## config.mk

```make
export PLATFORM = sky130hd
export DESIGN_NAME = fifo_rd_stream_dna
export DESIGN_NICKNAME = d
export VERILOG_FILES = /design/src/rtl/fifo_rd_stream_dna.sv
export SDC_FILE = /design/constraint.sdc
export NUM_CORES = 1
export LEC_CHECK = 0
export CORE_UTILIZATION = 35
export CTS_BUF_LIST = sky130_fd_sc_hd__clkbuf_8 sky130_fd_sc_hd__clkbuf_16
export CTS_CLUSTER_DIAMETER = 150
export CTS_CLUSTER_SIZE = 40
export DETAILED_ROUTE_END_ITERATION = 16
export DONT_BUFFER_PORTS = 1
export PLACE_DENSITY = 0.48
export SYNTH_ARGS = -nofsm -noshare
export SYNTH_HDL_FRONTEND = slang
export SYNTH_SLANG_ARGS = --single-unit
```

## constraint.sdc

```tcl
create_clock -name clk -period 9.3 [get_ports clk]
set_input_delay 1.395 -clock clk [delete_from_list [all_inputs] [get_ports clk]]
set_output_delay 1.395 -clock clk [all_outputs]
set_load 0.01 [all_outputs]
```

## src/rtl/fifo_rd_stream_dna.sv

```systemverilog
// Read-side FIFO controller: occupancy tracking, sync-RAM read issue,
// 2-entry valid/ready output buffer.
// Ports: clk, reset (async low), wr, ram_rd_en, r_addr, ram_rd_data,
//        m_valid, m_data, m_ready, count, empty, full, overflow.
module fifo_rd_stream_dna #(
  parameter int ADDR_WIDTH = 4,
  parameter int DATA_WIDTH = 8
) (
  input  logic                  clk,
  input  logic                  reset,
  input  logic                  wr,
  output logic                  ram_rd_en,
  output logic [ADDR_WIDTH-1:0] r_addr,
  input  logic [DATA_WIDTH-1:0] ram_rd_data,
  output logic                  m_valid,
  output logic [DATA_WIDTH-1:0] m_data,
  input  logic                  m_ready,
  output logic [ADDR_WIDTH:0]   count,
  output logic                  empty,
  output logic                  full,
  output logic                  overflow
);

  localparam logic [ADDR_WIDTH:0] FULL_C =
    {1'b1, {ADDR_WIDTH{1'b0}}};
  localparam logic [ADDR_WIDTH:0] ONE_C =
    {{ADDR_WIDTH{1'b0}}, 1'b1};

  logic [ADDR_WIDTH:0]   count_q, count_d;
  logic [ADDR_WIDTH-1:0] r_addr_q, r_addr_d;
  logic [1:0]            occ_q, occ_d, occ_p;
  logic                  inflight_q;
  logic [DATA_WIDTH-1:0] buf0_q, buf0_d;
  logic [DATA_WIDTH-1:0] buf1_q, buf1_d;
  logic                  ovf_q, ovf_d;
  logic                  pop, wr_acc;
  logic [2:0]            held;

  assign m_valid  = (occ_q != 2'd0);
  assign m_data   = buf0_q;
  assign pop      = m_valid & m_ready;
  assign count    = count_q;
  assign r_addr   = r_addr_q;
  assign empty    = (count_q == '0);
  assign full     = (count_q == FULL_C);
  assign overflow = ovf_q;

  // Words that will occupy the buffer after this edge,
  // excluding any read issued now.
  assign held = {1'b0, occ_q} + {2'b0, inflight_q}
              - {2'b0, pop};

  assign ram_rd_en = ~empty & (held < 3'd2);

  // A same-cycle issue frees a slot, so a write while full
  // is still accepted then.
  assign wr_acc = wr & (~full | ram_rd_en);

  always_comb begin
    count_d  = count_q;
    r_addr_d = r_addr_q;
    ovf_d    = ovf_q | (wr & ~wr_acc);
    buf0_d   = buf0_q;
    buf1_d   = buf1_q;
    occ_p    = occ_q - {1'b0, pop};

    if (wr_acc & ~ram_rd_en)
      count_d = count_q + ONE_C;
    else if (~wr_acc & ram_rd_en)
      count_d = count_q - ONE_C;

    if (ram_rd_en)
      r_addr_d = r_addr_q + 1'b1;

    if (pop)
      buf0_d = buf1_q;

    // Returning data lands behind whatever survives the pop.
    if (inflight_q) begin
      if (occ_p == 2'd0)
        buf0_d = ram_rd_data;
      else
        buf1_d = ram_rd_data;
    end

    occ_d = occ_p + {1'b0, inflight_q};
  end

  always_ff @(posedge clk or negedge reset) begin
    if (!reset) begin
      count_q    <= '0;
      r_addr_q   <= '0;
      occ_q      <= 2'd0;
      inflight_q <= 1'b0;
      buf0_q     <= '0;
      buf1_q     <= '0;
      ovf_q      <= 1'b0;
    end else begin
      count_q    <= count_d;
      r_addr_q   <= r_addr_d;
      occ_q      <= occ_d;
      inflight_q <= ram_rd_en;
      buf0_q     <= buf0_d;
      buf1_q     <= buf1_d;
      ovf_q      <= ovf_d;
    end
  end

endmodule

```

; Word level (Yosys, flattened, before mapping)
; Cells that the tools add are included.
[op_classes]
order_cmp = 1
n_eq_ne = 1
mux = 5
add_sub_neg = 7
reduce_logical = 5
n_bitwise = 13
[op_table]
columns = cell, n
row1 = 2-to-1 mux 8 bit, 3
row2 = 2-to-1 mux 5 bit, 2
row3 = AND 1 bit, 6
row4 = adder 5 x 1 -> 5 bit (second input constant), 1
row5 = equality test 5 bit (second input constant), 1
row6 = logical NOT 5 bit, 1
row7 = NOT 1 bit, 5
row8 = subtractor 5 x 1 -> 5 bit (second input constant), 1
row9 = adder 4 x 1 -> 4 bit (second input constant), 1
row10 = nonzero test 2 bit, 2
row11 = adder 2 x 1 -> 3 bit, 1
row12 = less-than comparator 3 x 2 -> 1 bit (second input constant), 1
row13 = subtractor 3 x 1 -> 3 bit, 1
row14 = adder 2 x 1 -> 2 bit, 1
row15 = logical NOT 2 bit, 1
row16 = OR 1 bit, 2
row17 = AND reduction 2 bit, 1
row18 = subtractor 2 x 1 -> 2 bit, 1
[totals]
out_inout_bits = 22
wordCells = 39
ff_bits = 29

; Logic depth before layout (Yosys ltp)
; Gate-level depths: netlist of run 1.
[logic_depth]
word_depth = 11
mapped_depth = 12

; Worst setup path after synthesis of run 1
; No wires, ideal clock.
[synth_timing]
path_type = input port to flip-flop
from = input port m_ready
to = register count_q[4] (netlist: count[4])
path_stages = 12
arrival_time_ns = 4.022
required_ns = 9.169
path_slack_ns = 5.147
setup_time_ns = 0.131
cell_sequence = o21ai_2 nor2_1 fa_1 xnor2_1 nand2_1 a21boi_0 ha_1 inv_1 ha_1 or4_1 o211ai_1 o211ai_1
[synth_via]
elab_chain_len = 9
elab_cells_between_ends = 12
cone_classes = add/sub: 1 / order compare: 1 / mux: 1 / bitwise: 8 / reduce/logical: 1
[synth_lines]
columns = item, line_no
row1 = "start, declared", 17  ; input logic m_ready,
row2 = AND 1 bit *, 41  ; assign pop = m_valid & m_ready;
row3 = subtractor 3 x 1 -> 3 bit *, 51  ; - {2'b0, pop};
row4 = less-than comparator 3 x 2 -> 1 bit *, 53  ; assign ram_rd_en = ~empty & (held < 3'd2);
row5 = AND 1 bit *, 53
row6 = OR 1 bit, 57  ; assign wr_acc = wr & (~full | ram_rd_en);
row7 = AND 1 bit, 57
row8 = NOT 1 bit, 69  ; else if (~wr_acc & ram_rd_en)
row9 = AND 1 bit, 69
row10 = nonzero test 2 bit (no line), --
row11 = "end signal, assigned", 99  ; count_q <= count_d;
row12 = "end, declared", 29  ; logic [ADDR_WIDTH:0] count_q, count_d;
; Mark *: on every way between the ends. The rest lies on a longest branch, timed or not.
; A chain may end at the register's enable or synchronous reset.

; Worst setup path after layout of run 1
[layout_timing]
from = input port m_ready
to = output port ram_rd_en
[layout_via]
elab_chain_len = 4
[layout_lines]
columns = item, line_no
row1 = AND 1 bit, 41
row2 = subtractor 3 x 1 -> 3 bit, 51
row3 = less-than comparator 3 x 2 -> 1 bit, 53
row4 = AND 1 bit, 53
row5 = "end, declared", 12  ; output logic ram_rd_en,
; Every way passes these cells.

==> metrics.md, run 1 <==
| Metric | Value |
|---|---|
| Clock Latency Late Sink | `0.27 ns` |
| Number of global-route vias before repair | `1009` |
| Gr ovfl total | `0` |
| Synth area leaders | `dfrtp_1 (48%), mux2_2 (18%), ha_1 (5.7%), xnor2_1 (4.6%), fa_1 (2.6%)` |
| Residual DRC | `0` |
| Vias per inst | `approximately 5.4` |
| Min-Delay Startpoint | `buf1_q[0]$_DFFE_PN0P_` |
| Rows | `23` |
| Seq pwr share | `34.9%` |
| I/O Pins | `34` |
| Core area | `4090 um2` |
| Yosys warnings | `0` |
| Synth cell count leaders | `dfrtp_1 (29), mux2_2 (25), xnor2_1 (8)` |
| DPL Wire Length | `2.02 mm` |
| Cell count of the worst reg-to-reg path | `12` |
| Synth cell types | `32` |
| Initial DRC Count | `15` |
| Area grow syn2layout | `10.2%` |
| Die ar. | `roughly 4600 um2` |
| Hold/Removal Path Class | `flop to flop` |
| Fmax | `about 0.24 GHz` |
| Static leakage | `between 0.7 and 0.8 nW` |
| Synth Area in Adders | `about 8.4%` |
| Relative slew margins | `about 64%` |
| Synth area leader | `dfrtp_1` |
| Final wirelength | `around 2.8 mm` |
| Clk pin slew, worst setup/hold paths | `approximately 0.060 ns` |
| Final Skew | `approximately 0.0026 ns` |
| DR WL/cell | `16.0 um` |
| RSZ-0062 raised after global routing | `no` |
| Syn Area/Cell | `roughly 13 um2` |
| Status | `completed` |
| Worst EP arrival | `between 2 and 3 ns` |
| Simple-gate portion of the synthesized area | `~8.0%` |
| Peak supply drop | `between 0.1 and 0.15 mV` |
| Compound-cell area share of the yosys netlist | `about 8.5%` |
| Required @ worst endpoint | `just under 8 ns` |
| Syn nets | `between 100 and 150` |
| Clk pwr share | `14.3%` |
| Setup_tns | `0 ns` |
| CTS tree | `done` |
| Crit path launch type | `input pin` |
| Vias after detailed routing | `approximately 960` |
| CTS Root Cell | `clkbuf_8` |
| Max incr delay on CP | `about 0.43 ns` |
| Min-Delay Endpoint | `buf1_q[0]$_DFFE_PN0P_` |
| Layout Utilization | `slightly above 40%` |
| Worst-Margin Slew | `roughly 0.54 ns` |
| PortBufs | `0` |
| Hold Path Depth | `1` |
| H-tree Lvls | `2` |
| Post-Syn Instances | `120` |
| CP max-delay cell | `fa_1` |
| Final ANT Viol Nets | `0` |
| Pwr Total | `~0.8 mW` |
| Hold-fix buffers, CTS | `0` |
| CTS buffer count | `5` |
| CTS-repair resized insts | `0` |
| Final min period | `approximately 4.3 ns` |
| Synth Area in XOR/XNOR | `5.17%` |
| GP Congestion | `between 0.7 and 0.8` |
| Synth top area share | `47.6%` |
| Initial Utilization | `between 30% and 40%` |
| Seq/Total Area, Yosys | `about 48%` |
| Synthesized flop and latch total | `29` |
| Critical path, cell by cell | `o21ai_2 -> nor2_1 -> fa_1 -> xnor2_1 -> o211ai_4 -> inv_1` |
| Top FF cell, synth | `dfrtp_1` |
| Fin. Hold Viols | `0` |
| Comb pwr share | `between 50% and 60%` |
| Most frequent cell after synthesis | `dfrtp_1` |
| NetSw | `~0.32 mW` |
| Main combinational cell family by area after synthesis | `multiplexers` |
| FF-to-FF Start | `occ_q[1]$_DFF_PN0_` |
| Final worst path period share | `45.7%` |
| Clock sink count | `29` |
| Post CTS Setup Buffer Count | `0` |
| Layout cells sized above 1 | `31.7%` |
| Kind of critical path | `input pin to output port` |
| Internal | `about 0.47 mW` |
| Total track usage | `roughly 14%` |
| PD cells | `~470 nW/um2` |
| Max-slew violation count | `0` |
| Crit Path Max Fanout | `10` |
| Number of diodes | `0` |
| First-pass GRT wire length | `4.66 mm` |
| Setup crit end kind | `output port` |
| Antenna violations before repair | `0` |
| Post-Syn Area | `between 1500 and 2000 um2` |
| Die outline width | `slightly below 70 um` |
| Drt first pass iters | `4` |
| Asr flop ratio synth | `100%` |
| Largest net degree at the start of global routing | `30` |
| Die span in y | `about 70 um` |
| Multiplexer share of the synthesized area | `between 20 and 25%` |
| Switching Share | `just over 40%` |
| Reg2reg end | `count[4]$_DFFE_PN0P_` |
| Post-synth EDFFs | `0` |
| Fin nets | `between 100 and 150` |
| Clock tree buffer depth | `2` |
| Setup Viol. Count Final | `0` |
| # Max-Cap Violations | `0` |
| Reg2Reg Setup Slack | `between 5 and 6 ns` |
[through the flow]
| stage | instances | area, um2 | setup WS, ns | hold slack, ns |
|---|---|---|---|---|
| after floorplan | 120 | 1530 | 5.15 | 0.477 |
| after global placement | 168 | 1580 | 4.90 | 0.485 |
| after detailed placement | 168 | 1580 | 4.80 | 0.492 |
| after CTS | 176 | 1680 | 5.00 | 0.507 |
| after global routing | 176 | 1680 | 4.84 | 0.538 |
| final | 176 | 1680 | 5.05 | 0.501 |
[cell type report]
type	count	area [um2]
fillers	404	2410
flip-flops and latches	29	726
clock buffers	7	96.3
inverters	7	26.3
well taps	50	62.6
clock inverters	1	5.00
multi-input cells	82	764
[worst max-delay path: cells and delay by family]
family | cells | cell delay (ns)
and+or+nand+nor | 1 | 0.12
xor gates and xnor gates | 1 | 0.39
buffers and inverters | 1 | 0.15
AOI/OAI and AO/OA | 2 | 0.38
adders and majority gates | 1 | 0.43
[placed cells by master, fill, tap and decap left out, drive strengths merged]
master	synthesis	routed
a2111o	1	1
a21boi	2	2
a21oi	4	4
a31o	1	1
and4	1	1
clkbuf	0	7
clkinv	0	1
dfrtp	29	29
fa	2	2
ha	7	7
inv	7	7
mux2	26	26
mux2i	1	1
nand2	4	4
nand3	4	4
nand3b	1	1
nor2	3	3
nor3	1	1
nor3b	2	2
o2111ai	1	1
o211ai	4	4
o21ai	3	3
or2	1	1
or3	1	1
or4	3	3
xnor2	8	8
xor2	1	1
[registers in the layout (all words and copies together) (netlist names)]
| register | cells |
|---|---|
| m_data | 8 |
| count | 5 |
| occ_q | 2 |
| buf1_q | 8 |
| inflight_q | 1 |
| overflow | 1 |
| r_addr | 4 |
[logic make-up after synthesis]
kind of cell / after synthesis
and+or+nand+nor: 21
muxes: 27
AOI/OAI and AO/OA: 16
adders and majority gates: 9
xor gates and xnor gates: 9
DFF: 29
buffers and inverters: 9
[power groups by stage]
stage               logic (mW)  clock network, mW  registers [mW]
floorplan                0.353                  0           0.260
global placement         0.394                  0           0.280
detailed placement       0.409                  0           0.282
CTS                      0.411              0.118           0.280
global route             0.464              0.124           0.293
finish                   0.405              0.113           0.278
[routing by layer]
metal	global-route usage (%)	wire, um	vias up
met2	24.1	1420	26
met4	6.25	50	0
met1	15.3	1140	479
li1	-	-	449
met5	0	0	-
met3	5.33	211	5
[how the worst max path moves through the flow]
stage | startpoint | endpoint | cells after the start
after global routing | m_ready | count[4]$_DFFE_PN0P_ | 12
after floorplan | m_ready | count[4]$_DFFE_PN0P_ | 12
after CTS | m_ready | ram_rd_en | 6
after detailed placement | m_ready | count[4]$_DFFE_PN0P_ | 12
final | m_ready | ram_rd_en | 6
after global placement | m_ready | count[4]$_DFFE_PN0P_ | 12
No activity file was read; power rests on OpenSTA's default activity.
==> run 2: changes to the inputs <==
--- a/config.mk
+++ b/config.mk
@@ -11,7 +11,7 @@
 export CTS_CLUSTER_SIZE = 40
 export DETAILED_ROUTE_END_ITERATION = 16
 export DONT_BUFFER_PORTS = 1
-export PLACE_DENSITY = 0.48
+export PLACE_DENSITY = 0.5
 export SYNTH_ARGS = -nofsm -noshare
 export SYNTH_HDL_FRONTEND = slang
 export SYNTH_SLANG_ARGS = --single-unit
==> constraint.sdc (replaced) <==
create_clock -name clk -period 3.7 [get_ports clk]
set_input_delay 0.555 -clock clk [delete_from_list [all_inputs] [get_ports clk]]
set_output_delay 0.555 -clock clk [all_outputs]
set_load 0.01 [all_outputs]
==> metrics.md, run 2 (synthesis results as in run 1) <==
| Metric | Value |
|---|---|
| Status | `completed (unchanged)` |
| Worst-Margin Slew | `0.499 ns (was 0.543 ns)` |
| Peak supply drop | `0.368 mV (was 0.134 mV)` |
| Static leakage | `0.735 nW (was 0.713 nW)` |
| Reg2Reg Setup Slack | `0.49 ns (was 5.49 ns)` |
| Rows | `23 (unchanged)` |
| Final worst path period share | `between 80% and 90%` |
| Final wirelength | `2.76 mm (was 2.81 mm)` |
| GP Congestion | `0.749 (was 0.792)` |
| Required @ worst endpoint | `3.86 ns (was 7.91 ns)` |
| Die ar. | `4630 um2 (unchanged)` |
| Largest net degree at the start of global routing | `30 (unchanged)` |
| Setup Viol. Count Final | `0 (unchanged)` |
| Fmax | `just over 0.3 GHz` |
| Most frequent cells in the layout | `dfrtp_1 (29), mux2_2 (25), xnor2_1 (8) (unchanged)` |
| FILL cells | `400 (was 404)` |
| Pwr Total | `2.09 mW (was 0.796 mW)` |
| CTS buffer count | `5 (unchanged)` |
| Clock sink count | `29 (unchanged)` |
| Clock Latency Late Sink | `0.28 ns (was 0.27 ns)` |
| Vias after detailed routing | `934 (was 959)` |
| FF-to-FF Start | `occ_q[1]$_DFF_PN0_ (unchanged)` |
| Die outline width | `68.0 um (unchanged)` |
| Clk pin slew, worst setup/hold paths | `0.06 ns (about the same)` |
| Fin. Hold Viols | `0 (unchanged)` |
| Family with the most delay on the worst path | `adder cells (unchanged)` |
| # Max-Cap Violations | `0 (unchanged)` |
| Hold/Removal Path Class | `input pin to asynchronous set/reset pin (was flop to flop)` |
| Residual DRC | `0 (unchanged)` |
| Setup_tns | `0 ns (unchanged)` |
| Critical path buffers and inverters | `1 (unchanged)` |
| Vias per inst | `5.22 (was 5.45)` |
| Layout cells sized above 1 | `33.3% (was 31.7%)` |
| Setup crit end kind | `flop (was output port)` |
| Final Skew | `0.00308 ns (was 0.00263 ns)` |
| Crit path launch type | `flop (was input pin)` |
| Number of diodes | `0 (unchanged)` |
| PD cells | `1200 nW/um2 (was 474 nW/um2)` |
| Number of global-route vias before repair | `895 (was 1009)` |
| Reg2reg end | `count[4]$_DFFE_PN0P_ (unchanged)` |
| CTS tree | `done (unchanged)` |
| DR WL/cell | `15.4 um (was 16.0 um)` |
| Final ANT Viol Nets | `0 (unchanged)` |
| Total track usage | `13.5% (was 14.1%)` |
| Max-slew violation count | `0 (unchanged)` |
| Cell count of the worst reg-to-reg path | `11 (was 12)` |
| I/O Pins | `34 (unchanged)` |
| Antenna violations before repair | `0 (unchanged)` |
| First-pass GRT wire length | `4.40 mm (was 4.66 mm)` |
| Leading cell type in the layout, fill and taps excluded | `dfrtp_1 (unchanged)` |
| Critical path, cell by cell | `o21ai_2 -> nor2_1 -> fa_1 -> nand2_1 -> a21boi_0 -> ha_1 -> inv_1 -> ha_1 -> or4_1 -> o211ai_1 -> o211ai_1 (was o21ai_2 -> nor2_1 -> fa_1 -> xnor2_1 -> o211ai_4 -> inv_1)` |
| Worst EP arrival | `3.37 ns (was 2.86 ns)` |
| Die span in y | `68.0 um (unchanged)` |
| Initial Utilization | `37.3% (unchanged)` |
| Clock tree buffer depth | `2 (unchanged)` |
| RSZ-0062 raised after global routing | `no (unchanged)` |
| Kind of critical path | `flop to flop (was input pin to output port)` |
| Crit Path Max Fanout | `7 (was 10)` |
| Relative slew margins | `66.5% (was 63.8%)` |
| Area grow syn2layout | `13.7% (was 10.2%)` |
| Fin nets | `149 (was 146)` |
| Gr ovfl total | `0 (unchanged)` |
| DPL Wire Length | `1.99 mm (was 2.02 mm)` |
| CP max-delay cell | `fa_1 (unchanged)` |
| H-tree Lvls | `2 (unchanged)` |
| Initial DRC Count | `14 (was 15)` |
| Final min period | `approximately 3.2 ns` |
| Core area | `4090 um2 (unchanged)` |
| Max incr delay on CP | `0.63 ns (was 0.43 ns)` |
| CTS Root Cell | `clkbuf_8 (unchanged)` |
| PortBufs | `0 (unchanged)` |
| Drt first pass iters | `3 (was 4)` |
-- run 2: cell count changes in the layout (fill, tap and decap cells not counted), sizes merged --
cell and delta:
clkbuf -1, clkinv -1, bufinv +1, buf +3
clkinvlp +1
-- run 2: cell type report --
cell class	instances	area, um2	area share [%]
clock buffers	6	82.6	4.76
well taps	50	62.6	3.61
inverters	7	26.3	1.52
clock inverters	2	37.5	2.16
repair buffers	3	35.0	2.02
multi-input cells	82	764	44.1
flip-flops and latches	29	726	41.8
-- run 2: worst max path at each step --
| stage | end | start | slack [ns] | cells past startpoint |
|---|---|---|---|---|
| 2_1_floorplan | count[4]$_DFFE_PN0P_ | occ_q[1]$_DFF_PN0_ | 0.29 | 12 |
| 3_3_place_gp | count[4]$_DFFE_PN0P_ | m_ready | 0.52 | 11 |
| 3_5_place_dp | count[4]$_DFFE_PN0P_ | m_ready | 0.43 | 11 |
| 4_1_cts | count[4]$_DFFE_PN0P_ | occ_q[1]$_DFF_PN0_ | 0.47 | 11 |
| 5_1_grt | count[4]$_DFFE_PN0P_ | occ_q[1]$_DFF_PN0_ | 0.26 | 11 |
| 6_report | count[4]$_DFFE_PN0P_ | occ_q[1]$_DFF_PN0_ | 0.49 | 11 |
-- run 2: metrics by stage --
| step | hold slack, ns | setup WS, ns | utilization, % | cells | area (um2) |
|---|---|---|---|---|---|
| after CTS | 0.0912 | 0.468 | 42.4 | 179 | 1730 |
| final | 0.0953 | 0.486 | 42.4 | 179 | 1730 |
| after floorplan | 0.259 | 0.292 | - | 120 | 1530 |
| after global placement | 0.260 | 0.521 | 39.0 | 170 | 1590 |
| after detailed placement | 0.260 | 0.433 | 39.0 | 170 | 1590 |
| after global routing | 0.0961 | 0.261 | 42.4 | 179 | 1730 |
-- run 2: routing by layer --
| layer | GRT usage (%) | share of wire [%] | vias up |
|---|---|---|---|
| met5 | 0 | 0 | - |
| met4 | 7.03 | 1.5 | 0 |
| li1 | - | - | 453 |
| met2 | 18.6 | 45 | 24 |
| met1 | 17.4 | 45 | 452 |
| met3 | 6.33 | 8.4 | 5 |
-- run 2: power breakdown --
part	switching (mW)	total [mW]	internal (mW)
sequential	0.201	0.698	0.497
combinational	0.505	1.05	0.542
clock	0.123	0.342	0.219
total	0.829	2.09	1.26
-- run 2: repair_timing --
action,in CTS,in global routing
endpoints found under the hold margin,29,0
gates resized for setup,0,0
buffers inserted,0,0
hold buffers,1,0
==> run 3: changes to the inputs <==
--- a/config.mk
+++ b/config.mk
@@ -5,13 +5,13 @@
 export SDC_FILE = /design/constraint.sdc
 export NUM_CORES = 1
 export LEC_CHECK = 0
-export CORE_UTILIZATION = 35
+export CORE_UTILIZATION = 45
 export CTS_BUF_LIST = sky130_fd_sc_hd__clkbuf_8 sky130_fd_sc_hd__clkbuf_16
 export CTS_CLUSTER_DIAMETER = 150
 export CTS_CLUSTER_SIZE = 40
 export DETAILED_ROUTE_END_ITERATION = 16
 export DONT_BUFFER_PORTS = 1
-export PLACE_DENSITY = 0.5
+export PLACE_DENSITY = 0.61
 export SYNTH_ARGS = -nofsm -noshare
 export SYNTH_HDL_FRONTEND = slang
 export SYNTH_SLANG_ARGS = --single-unit
==> metrics.md, run 3 (synthesis results as in run 1) <==
| Metric | Value |
|---|---|
| Status | `completed (unchanged)` |
| Reg2reg end | `count[4]$_DFFE_PN0P_ (unchanged)` |
| GR Util met2 | `27.2% (was 18.6%)` |
| Grt met3 use | `6.49% (was 6.33%)` |
| Final ANT Viol Nets | `0 (unchanged)` |
| Layout cells sized above 1 | `32.6% (was 33.3%)` |
| Drt first pass iters | `4 (was 3)` |
| Largest net degree at the start of global routing | `30 (unchanged)` |
| PD cells | `1170 nW/um2 (was 1200 nW/um2)` |
| I/O Pins | `34 (unchanged)` |
| Final WS setup | `0.431 ns (was 0.486 ns)` |
| Crit Path Max Fanout | `7 (unchanged)` |
| Setup Viol. Count Final | `0 (unchanged)` |
| Most frequent cells in the layout | `dfrtp_1 (29), mux2_2 (25), inv_1 (8), xnor2_1 (8), ha_1 (7) (was dfrtp_1 (29), mux2_2 (25), xnor2_1 (8))` |
| Post CTS Setup Buffer Count | `0 (unchanged)` |
| Cell count of the worst reg-to-reg path | `11 (unchanged)` |
| Area grow syn2layout | `10.7% (was 13.7%)` |
| Final Skew | `0.00570 ns (was 0.00308 ns)` |
| Final worst path period share | `88.4% (was 86.9%)` |
| Number of diodes | `0 (unchanged)` |
| FF-to-FF Start | `occ_q[1]$_DFF_PN0_ (unchanged)` |
| Critical path, cell by cell | `o21ai_2 -> nor2_1 -> fa_1 -> nand2_1 -> a21boi_0 -> ha_1 -> inv_1 -> ha_1 -> or4_1 -> o211ai_1 -> o211ai_1 (unchanged)` |
| Fin. Hold Viols | `0 (unchanged)` |
| Initial Utilization | `48.8% (was 37.3%)` |
| Die span in y | `60.2 um (was 68.0 um)` |
| Relative slew margins | `65.7% (was 66.5%)` |
| Kind of critical path | `flop to flop (unchanged)` |
| Setup crit end kind | `flop (unchanged)` |
| Gr ovfl total | `0 (unchanged)` |
| Residual DRC | `0 (unchanged)` |
| Vias per inst | `5.37 (was 5.22)` |
| Setup_tns | `0 ns (unchanged)` |
| GRT Max-Usage Layer | `met2 (unchanged)` |
| Fin nets | `149 (unchanged)` |
| Antenna violations before repair | `0 (unchanged)` |
| GP Congestion | `0.764 (was 0.749)` |
| Hold/Removal Path Class | `input pin to asynchronous set/reset pin (unchanged)` |
| Fmax | `0.306 GHz (was 0.311 GHz)` |
| Total track usage | `16.7% (was 13.5%)` |
| Number of global-route vias before repair | `970 (was 895)` |
| Max incr delay on CP | `0.62 ns (was 0.63 ns)` |
| Clock tree buffer depth | `2 (unchanged)` |
| CTS-repair resized insts | `0 (unchanged)` |
| Core area | `3130 um2 (was 4090 um2)` |
| Max-slew violation count | `0 (unchanged)` |
| PortBufs | `0 (unchanged)` |
| Die ar. | `3630 um2 (was 4630 um2)` |
| # Max-Cap Violations | `0 (unchanged)` |
| Clk pin slew, worst setup/hold paths | `0.06 ns (about the same)` |
| Die outline width | `60.2 um (was 68.0 um)` |
| Crit path launch type | `flop (unchanged)` |
| RSZ-0062 raised after global routing | `no (unchanged)` |
| Worst-Margin Slew | `0.511 ns (was 0.499 ns)` |
| Final wirelength | `2.61 mm (was 2.76 mm)` |
| Static leakage | `0.726 nW (was 0.735 nW)` |
| Rows | `20 (was 23)` |
| M1 GR Usage | `19.2% (was 17.4%)` |
| Clock Latency Late Sink | `0.27 ns (was 0.28 ns)` |
| CP max-delay cell | `fa_1 (unchanged)` |
| Peak supply drop | `0.409 mV (was 0.368 mV)` |
| Pre-CTS WS | `0.420 ns (was 0.433 ns)` |
| Initial DRC Count | `23 (was 14)` |
| H-tree Lvls | `2 (unchanged)` |
| CTS Root Cell | `clkbuf_8 (unchanged)` |
| Leading cell type in the layout, fill and taps excluded | `dfrtp_1 (unchanged)` |
| Worst EP arrival | `3.42 ns (was 3.37 ns)` |
| DR WL/cell | `15.1 um (was 15.4 um)` |
| First-pass GRT wire length | `4.34 mm (was 4.40 mm)` |
| Reg2Reg Setup Slack | `0.43 ns (was 0.49 ns)` |
| Vias after detailed routing | `929 (was 934)` |
| CTS buffer count | `5 (unchanged)` |
| Clock sink count | `29 (unchanged)` |
| DPL Wire Length | `1.87 mm (was 1.99 mm)` |
| FILL cells | `278 (was 400)` |
| Required @ worst endpoint | `3.85 ns (was 3.86 ns)` |
| CTS tree | `done (unchanged)` |
| Final min period | `3.27 ns (was 3.21 ns)` |
-- run 3: changes by cell type in the layout (fill, tap and decap cells not counted) --
cell        previous run  this run
clkinv_2               0         2
bufinv_16              1         0
inv_1                  7         8
clkinvlp_4             1         0
clkbuf_8               6         5
-- run 3: routing by layer --
layer  part of all wire (%)  vias up
met3                    7.5        4
met4                    1.5        0
li1                       -      449
met1                     44      451
met5                      0        -
met2                     47       25
-- run 3: layout make-up --
type | instances | area [um2] | share of cell area [%]
timing repair buffer | 3 | 35.0 | 2.07
inverter | 7 | 26.3 | 1.56
multi-input combinational | 82 | 764 | 45.3
clock buffer | 5 | 68.8 | 4.07
clock inverter | 3 | 13.8 | 0.815
sequential | 29 | 726 | 43.0
tap | 44 | 55.1 | 3.26
-- run 3: worst max-delay path, delay by kind of cell, from the launching register on --
kind | cells | cell delay (ns)
adder cells (fa/ha/maj) | 3 | 1.29
AND/OR/NAND/NOR | 3 | 0.67
AO/OA/AOI/OAI | 4 | 0.60
flip-flops | 1 | 0.46
buffers and inverters | 1 | 0.15
-- run 3: power by group --
group          leakage [nW]  internal, mW  switching (mW)
Combinational         0.333         0.540           0.505
Clock                0.0491         0.127           0.113
Sequential            0.344         0.497           0.200
Total                 0.726          1.16           0.818
-- run 3: metrics by stage --
step                      hold slack, ns  power (mW)  util [%]  cell area [um2]  std cells
after floorplan                    0.259        1.54         -             1530        120
after global routing              0.0958        2.18      54.0             1690        173
after CTS                         0.0949        2.01      54.0             1690        173
after global placement             0.260        1.70      50.7             1590        164
final                             0.0910        1.98      54.0             1690        173
after detailed placement           0.260        1.74      50.7             1590        164
-- run 3: how the worst max path moves through the flow --
stage	from	to	slack, ns	cells past startpoint
global placement	m_ready	count[4]$_DFFE_PN0P_	0.54	11
finish	occ_q[1]$_DFF_PN0_	count[4]$_DFFE_PN0P_	0.43	11
CTS	occ_q[1]$_DFF_PN0_	count[4]$_DFFE_PN0P_	0.44	11
detailed placement	m_ready	count[4]$_DFFE_PN0P_	0.42	11
global route	occ_q[1]$_DFF_PN0_	count[4]$_DFFE_PN0P_	0.16	12
floorplan	occ_q[1]$_DFF_PN0_	count[4]$_DFFE_PN0P_	0.29	12
-- run 3: what timing repair did --
action,4_1_cts,5_1_grt
hold buffers,1,0
endpoints found under the setup margin,0,0
endpoints found under the hold margin,29,0
